### src/rtl/decoder_pkg.sv
// decoder_pkg
// Shared constants, FSM state type and the one-hot helper for the
// registered 2-to-4 strobe decoder.
//   CODE_W  width of the encoded line index
//   OUT_W   number of decoded output lines
package decoder_pkg;

  localparam int CODE_W = 2;
  localparam int OUT_W  = 4;

  typedef enum logic {
    DEC_IDLE = 1'b0,
    DEC_HOLD = 1'b1
  } dec_state_t;

  // One-hot expansion of a line index.
  function automatic logic [OUT_W-1:0] onehot(input logic [CODE_W-1:0] code);
    logic [OUT_W-1:0] v;
    v       = '0;
    v[code] = 1'b1;
    return v;
  endfunction

endpackage

### src/rtl/decoder_2x4_strobe_sat_counter.sv
// sat_counter
// Up-counter that sticks at all-ones instead of wrapping.
//   clk    rising-edge clock
//   rst_n  asynchronous active-low reset, clears q
//   clr    synchronous clear, wins over inc in the same cycle
//   inc    count one event
//   q      current count
module sat_counter #(
  parameter int CNT_W = 8
) (
  input  logic             clk,
  input  logic             rst_n,
  input  logic             clr,
  input  logic             inc,
  output logic [CNT_W-1:0] q
);

  always_ff @(posedge clk or negedge rst_n) begin
    if (!rst_n) begin
      q <= '0;
    end else if (clr) begin
      q <= '0;
    end else if (inc && (q != {CNT_W{1'b1}})) begin
      q <= q + 1'b1;
    end
  end

endmodule

### src/rtl/decoder_2x4_strobe.sv
// decoder_2x4_strobe
// Registered 2-to-4 decoder. An accepted code drives its one-hot line for
// HOLD_CYCLES cycles; per-line saturating hit counters record decodes.
//   clk        rising-edge clock
//   rst_n      asynchronous active-low reset
//   in_valid   code is offered this cycle
//   in_ready   a code can be accepted this cycle
//   code       encoded line index 0..3
//   en         decode enable, sampled with the accepted code
//   cnt_clr    synchronous clear of all hit counters
//   out        one-hot strobe, zero when idle
//   out_valid  high whenever out is non-zero
//   hit_cnt    packed counters, line i at [i*CNT_W +: CNT_W]
//   fsm_state  current FSM state, for debug observation
//
// Handshake: a code is taken on a rising edge where in_valid && in_ready.
// in_ready is combinational and never depends on in_valid; the sender must
// hold code/en stable until the transfer happens.
module decoder_2x4_strobe
  import decoder_pkg::*;
#(
  parameter int HOLD_CYCLES = 4,
  parameter int CNT_W       = 8
) (
  input  logic                   clk,
  input  logic                   rst_n,
  input  logic                   in_valid,
  output logic                   in_ready,
  input  logic [CODE_W-1:0]      code,
  input  logic                   en,
  input  logic                   cnt_clr,
  output logic [OUT_W-1:0]       out,
  output logic                   out_valid,
  output logic [OUT_W*CNT_W-1:0] hit_cnt,
  output dec_state_t             fsm_state
);

  localparam logic [7:0] HOLD_LOAD = 8'(HOLD_CYCLES - 1);

  dec_state_t       state_q, state_d;
  logic [7:0]       hold_cnt_q, hold_cnt_d;
  logic [OUT_W-1:0] out_q, out_d;
  logic             accept;

  // Ready in IDLE, and on the final hold cycle so a new code can follow
  // without a zero gap on out.
  assign in_ready = (state_q == DEC_IDLE) || (hold_cnt_q == 8'd0);
  assign accept   = in_valid && in_ready;

  always_ff @(posedge clk or negedge rst_n) begin
    if (!rst_n) begin
      state_q    <= DEC_IDLE;
      hold_cnt_q <= 8'd0;
      out_q      <= '0;
    end else begin
      state_q    <= state_d;
      hold_cnt_q <= hold_cnt_d;
      out_q      <= out_d;
    end
  end

  always_comb begin
    state_d    = state_q;
    hold_cnt_d = hold_cnt_q;
    out_d      = out_q;
    if (accept) begin
      if (en) begin
        state_d    = DEC_HOLD;
        hold_cnt_d = HOLD_LOAD;
        out_d      = onehot(code);
      end else begin
        // Disabled code is consumed but produces no strobe.
        state_d    = DEC_IDLE;
        hold_cnt_d = 8'd0;
        out_d      = '0;
      end
    end else if (state_q == DEC_HOLD) begin
      if (hold_cnt_q != 8'd0) begin
        hold_cnt_d = hold_cnt_q - 8'd1;
      end else begin
        state_d = DEC_IDLE;
        out_d   = '0;
      end
    end
  end

  assign out       = out_q;
  assign out_valid = |out_q;
  assign fsm_state = state_q;

  for (genvar i = 0; i < OUT_W; i++) begin : g_cnt
    logic inc;
    assign inc = accept && en && (code == CODE_W'(i));
    sat_counter #(.CNT_W(CNT_W)) u_cnt (
      .clk   (clk),
      .rst_n (rst_n),
      .clr   (cnt_clr),
      .inc   (inc),
      .q     (hit_cnt[i*CNT_W +: CNT_W])
    );
  end

endmodule

### config.mk
export PLATFORM = sky130hd
export DESIGN_NAME = decoder_2x4_strobe
export DESIGN_NICKNAME = d
export VERILOG_FILES = /design/src/rtl/decoder_pkg.sv /design/src/rtl/decoder_2x4_strobe_sat_counter.sv /design/src/rtl/decoder_2x4_strobe.sv
export SDC_FILE = /design/constraint.sdc
export NUM_CORES = 1
export LEC_CHECK = 0
export CAP_MARGIN = 20
export CORE_ASPECT_RATIO = 1.1
export CORE_MARGIN = 2
export CORE_UTILIZATION = 55
export DETAILED_ROUTE_END_ITERATION = 12
export GPL_ROUTABILITY_DRIVEN = 0
export PLACE_DENSITY = 0.91
export SYNTH_ARGS = -nofsm -noshare
export SYNTH_HDL_FRONTEND = slang
export SYNTH_HIERARCHICAL = 1
export SYNTH_SLANG_ARGS = --single-unit
export TNS_END_PERCENT = 100
### constraint.sdc
create_clock -name clk -period 3.9 [get_ports clk]
set_clock_uncertainty 0.1 [all_clocks]
set_input_delay 0.975 -clock clk [delete_from_list [all_inputs] [get_ports clk]]
set_output_delay 0.975 -clock clk [all_outputs]
set_load 0.02 [all_outputs]
==> impl_metrics.toml <==
[outcome]
status = "completed"

[power_and_ir_drop]
power_density_nw_per_um2 = 284
fin_total_pwr_mw = 0.918
vdd_drop_max_mv = 0.247
power.static_leakage_nw = 1.26

[setup_path]
cpPeakStageDelay_ps = 660
worst_setup_path_end_kind = "primary output"
critPathArrivalTime_ps = 2420
crit_type = "reg -> out"
worst-path-buf-inv = 2
crit_chain = "or4_1, o21a_4, inv_6, clkdlybuf4s50_1"
timing.critical_path.required_ps = 2820
startpoint_type_of_the_worst_setup_path = "register"
worst_path_max_delay_cell = "sky130_fd_sc_hd__or4_1"
path_delay_family = "buffers and inverters"
worst-path-max-fanout = 7

[placement]
number_of_cells_after_detailed_placement = 363
post-place-ws_ps = 633
place_hpwl_um = 3970
portBuffers = 45
postPlaceCellArea_um2 = 3080

[logic_synthesis]
synth_enable_flop_cells = 0
yosys_register_bits = 45
synthSimpleGateAreaFrac_pct = 29.6
synth_cell_types = 45
syn_inst = 272
post_synth_fa_ha_maj_area_fraction_pct = 2.88
synth_compound_gate_area_share_pct = 14.1
async_reset_ff_share_pct = 100
synth_top_family_by_area = "simple AND/OR/NAND/NOR gates"
ys.flop_type = "sky130_fd_sc_hd__dfrtp_1"
synth_xor_xnor_area_share_pct = 0
yosys_warnings = 6
post_synth_instance_area_um2 = 2600
synth.yosys.seq_area_share_pct = 43.2
synth.area.top_cells = "sky130_fd_sc_hd__dfrtp_1 43%, sky130_fd_sc_hd__mux2_2 3.5%, sky130_fd_sc_hd__nand3_1 3.3%"
netlist.top_cell.by_area = "sky130_fd_sc_hd__dfrtp_1"
netlist_top_cells_count = "45 x sky130_fd_sc_hd__dfrtp_1, 17 x sky130_fd_sc_hd__nand3_1, 17 x sky130_fd_sc_hd__nor3_1, 14 x sky130_fd_sc_hd__a21oi_1"
netlist.area_leader.share_pct = 43.2
synth_most_common_cell = "sky130_fd_sc_hd__dfrtp_1"
post_synth_mux_area_share_pct = 6.15
post_synth.cell_area_avg_um2 = 9.57
synth.net_count = 285

[timing]
timing.final.ws_setup_ps = 408
setup_violations = 0
rsz0062_at_grt = "false"
finalWorstPathRequiredPeriod_ps = 3490
fin_tns_setup_ps = 0
final-max-slew-violation-count = 0
max_slew_margin_pct = 63.8
timing.hold.ws_ps = 387
clock.fmax_mhz = 286
worst_pin_slew_ps = 541
share_of_the_clock_period_used_by_the_worst_path_pct = 89.5
timing_hold_violations_final = 0

[final_layout]
drive_above_1_share_pct = 10.1
syn2layout_area_growth_pct = 24.0
post_layout_nonfiller_instances = 372
layout.nets = 328
filler_cell_count = 354
finalInstanceArea_um2 = 3230
layout.area.seq_um2 = 1130
multi_input_area_um2 = 1370
finish.utilization_pct = 70.4
diodes = 0

[route]
ant_nets = 0
avgViaCountPerCell = 6.22
vias = 2314
route.detailed.wl_per_inst_um = 15.3
drc = 0
finalWirelength_um = 5710
drt-pass1-iter-count = 4
drt_iter0_drc = 175

[grt]
first_pass_grt_wire_length_um = 9710
antenna_found_initial = 0
first_global_vias = 2153
grtUsageTotal_pct = 22.1
maximum_number_of_pins_on_one_net_before_global_route_repair = 46
globalRoute.totalOverflow = 0

[clocking]
numCtsBuffers = 5
worstSkewPairLatency_ps = 290
cts.sinks = 45
clk_path_buf_depth = 2
clkTransAtPathRegs_ps = 80
postCtsSetupBuffers = 0
cts-htree-levels = 2
clock-root-buffer = "sky130_fd_sc_hd__clkbuf_8"
post_cts_hold_buffer_count = 0
tritoncts = "done"
cts_resized = 0

[die]
floorplan.initialDensity_pct = 56.8
floorplan.io_pins = 46
core_area_um2 = 4590
number_of_standard_cell_rows_in_the_floorplan = 26
die_area_um2 = 5300
die_h_um = 76.2
die_width_um = 69.6

[worst_hold_path]
worst_hold_path_type = "in -> async"

[job]
maxCapViolCount = 0
[cells in the final DEF, fill, tap and decap left out, types with 2 or more instances in the layout]
master	netlist	layout
sky130_fd_sc_hd__bufinv_16	0	2
sky130_fd_sc_hd__a21boi_1	4	4
sky130_fd_sc_hd__nand3_2	4	4
sky130_fd_sc_hd__nor3b_1	4	4
sky130_fd_sc_hd__clkdlybuf4s50_1	0	44
sky130_fd_sc_hd__nand2b_1	12	12
sky130_fd_sc_hd__or3_1	5	5
sky130_fd_sc_hd__nor3_1	17	17
sky130_fd_sc_hd__and4_2	4	4
sky130_fd_sc_hd__nor4_1	4	4
sky130_fd_sc_hd__nand4_1	4	4
sky130_fd_sc_hd__o2bb2ai_1	3	3
sky130_fd_sc_hd__dfrtp_1	45	45
sky130_fd_sc_hd__nand3_1	17	17
sky130_fd_sc_hd__nand2_1	12	12
sky130_fd_sc_hd__and3_1	4	4
sky130_fd_sc_hd__clkbuf_8	0	5
sky130_fd_sc_hd__nor2_1	12	12
sky130_fd_sc_hd__ha_1	6	6
sky130_fd_sc_hd__o21ai_0	6	6
sky130_fd_sc_hd__a31oi_1	4	4
sky130_fd_sc_hd__nand3b_1	3	3
sky130_fd_sc_hd__a41oi_1	4	4
sky130_fd_sc_hd__mux2i_1	7	7
sky130_fd_sc_hd__nor2b_1	12	12
sky130_fd_sc_hd__a21oi_1	14	14
sky130_fd_sc_hd__o211ai_1	6	6
sky130_fd_sc_hd__a211oi_1	4	4
sky130_fd_sc_hd__inv_1	12	12
sky130_fd_sc_hd__a2111oi_0	4	4
sky130_fd_sc_hd__and2_1	2	2
sky130_fd_sc_hd__and4_1	4	4
sky130_fd_sc_hd__or4_1	3	3
sky130_fd_sc_hd__mux2_2	8	8
[where the power goes]
part / leakage, nW / internal, mW / switching [mW]
clock: 0.0681 / 0.254 / 0.156
combinational: 0.596 / 0.0148 / 0.0242
sequential: 0.598 / 0.467 / 0.000838
[area by class of cell]
class | instances | area share [%]
inverters | 13 | 1.67
flip-flops and latches | 45 | 34.9
clock inverters | 3 | 2.01
clock buffers | 5 | 2.13
multi-input cells | 203 | 42.5
well taps | 56 | 2.17
repair buffers | 47 | 14.6
[worst register-to-register path, stage by stage (launching register included)]
cell and delay [ps]:
sky130_fd_sc_hd__dfrtp_1 460, sky130_fd_sc_hd__or4_1 670, sky130_fd_sc_hd__o21a_4 310, sky130_fd_sc_hd__nor2_1 430
sky130_fd_sc_hd__nand3_1 210, sky130_fd_sc_hd__a2111oi_0 480, sky130_fd_sc_hd__nor3b_1 90
[path summary, 6_finish.rpt]
kind,from,to,slack [ps],cells past startpoint
min in group clk,hold_cnt_q[5],hold_cnt_q[5],420,1
min,rst_n,g_cnt[0].u_cnt/q[5],390,1
max in group asynchronous,rst_n,hold_cnt_q[1],2880,2
max reg2reg,hold_cnt_q[3],g_cnt[2].u_cnt/q[5],1030,6
max,hold_cnt_q[3],in_ready,410,4
min reg2reg,hold_cnt_q[5],hold_cnt_q[5],420,1
[state kept, by name (all words and copies together), names as in the netlist]
name and flops:
fsm_state 1, g_cnt.u_cnt/q 32, hold_cnt_q 8, out 4
[layer usage]
| layer | track usage, % | up-vias | wire length (um) |
|---|---|---|---|
| met5 | 0 | - | 0 |
| met1 | 26.9 | 1140 | 2470 |
| li1 | - | 1098 | - |
| met2 | 38.1 | 65 | 2810 |
| met3 | 4.76 | 11 | 338 |
| met4 | 8.43 | 0 | 82 |
[kinds of logic (layout without fill, tap and decap cells)]
kind of cell	after synthesis	in the layout
compound gates	53	53
flops	45	45
simple gates	129	129
buf+inv	24	68
fa+ha+maj	6	6
mux	15	15
Note: power is estimated with default switching activity, not from simulation.
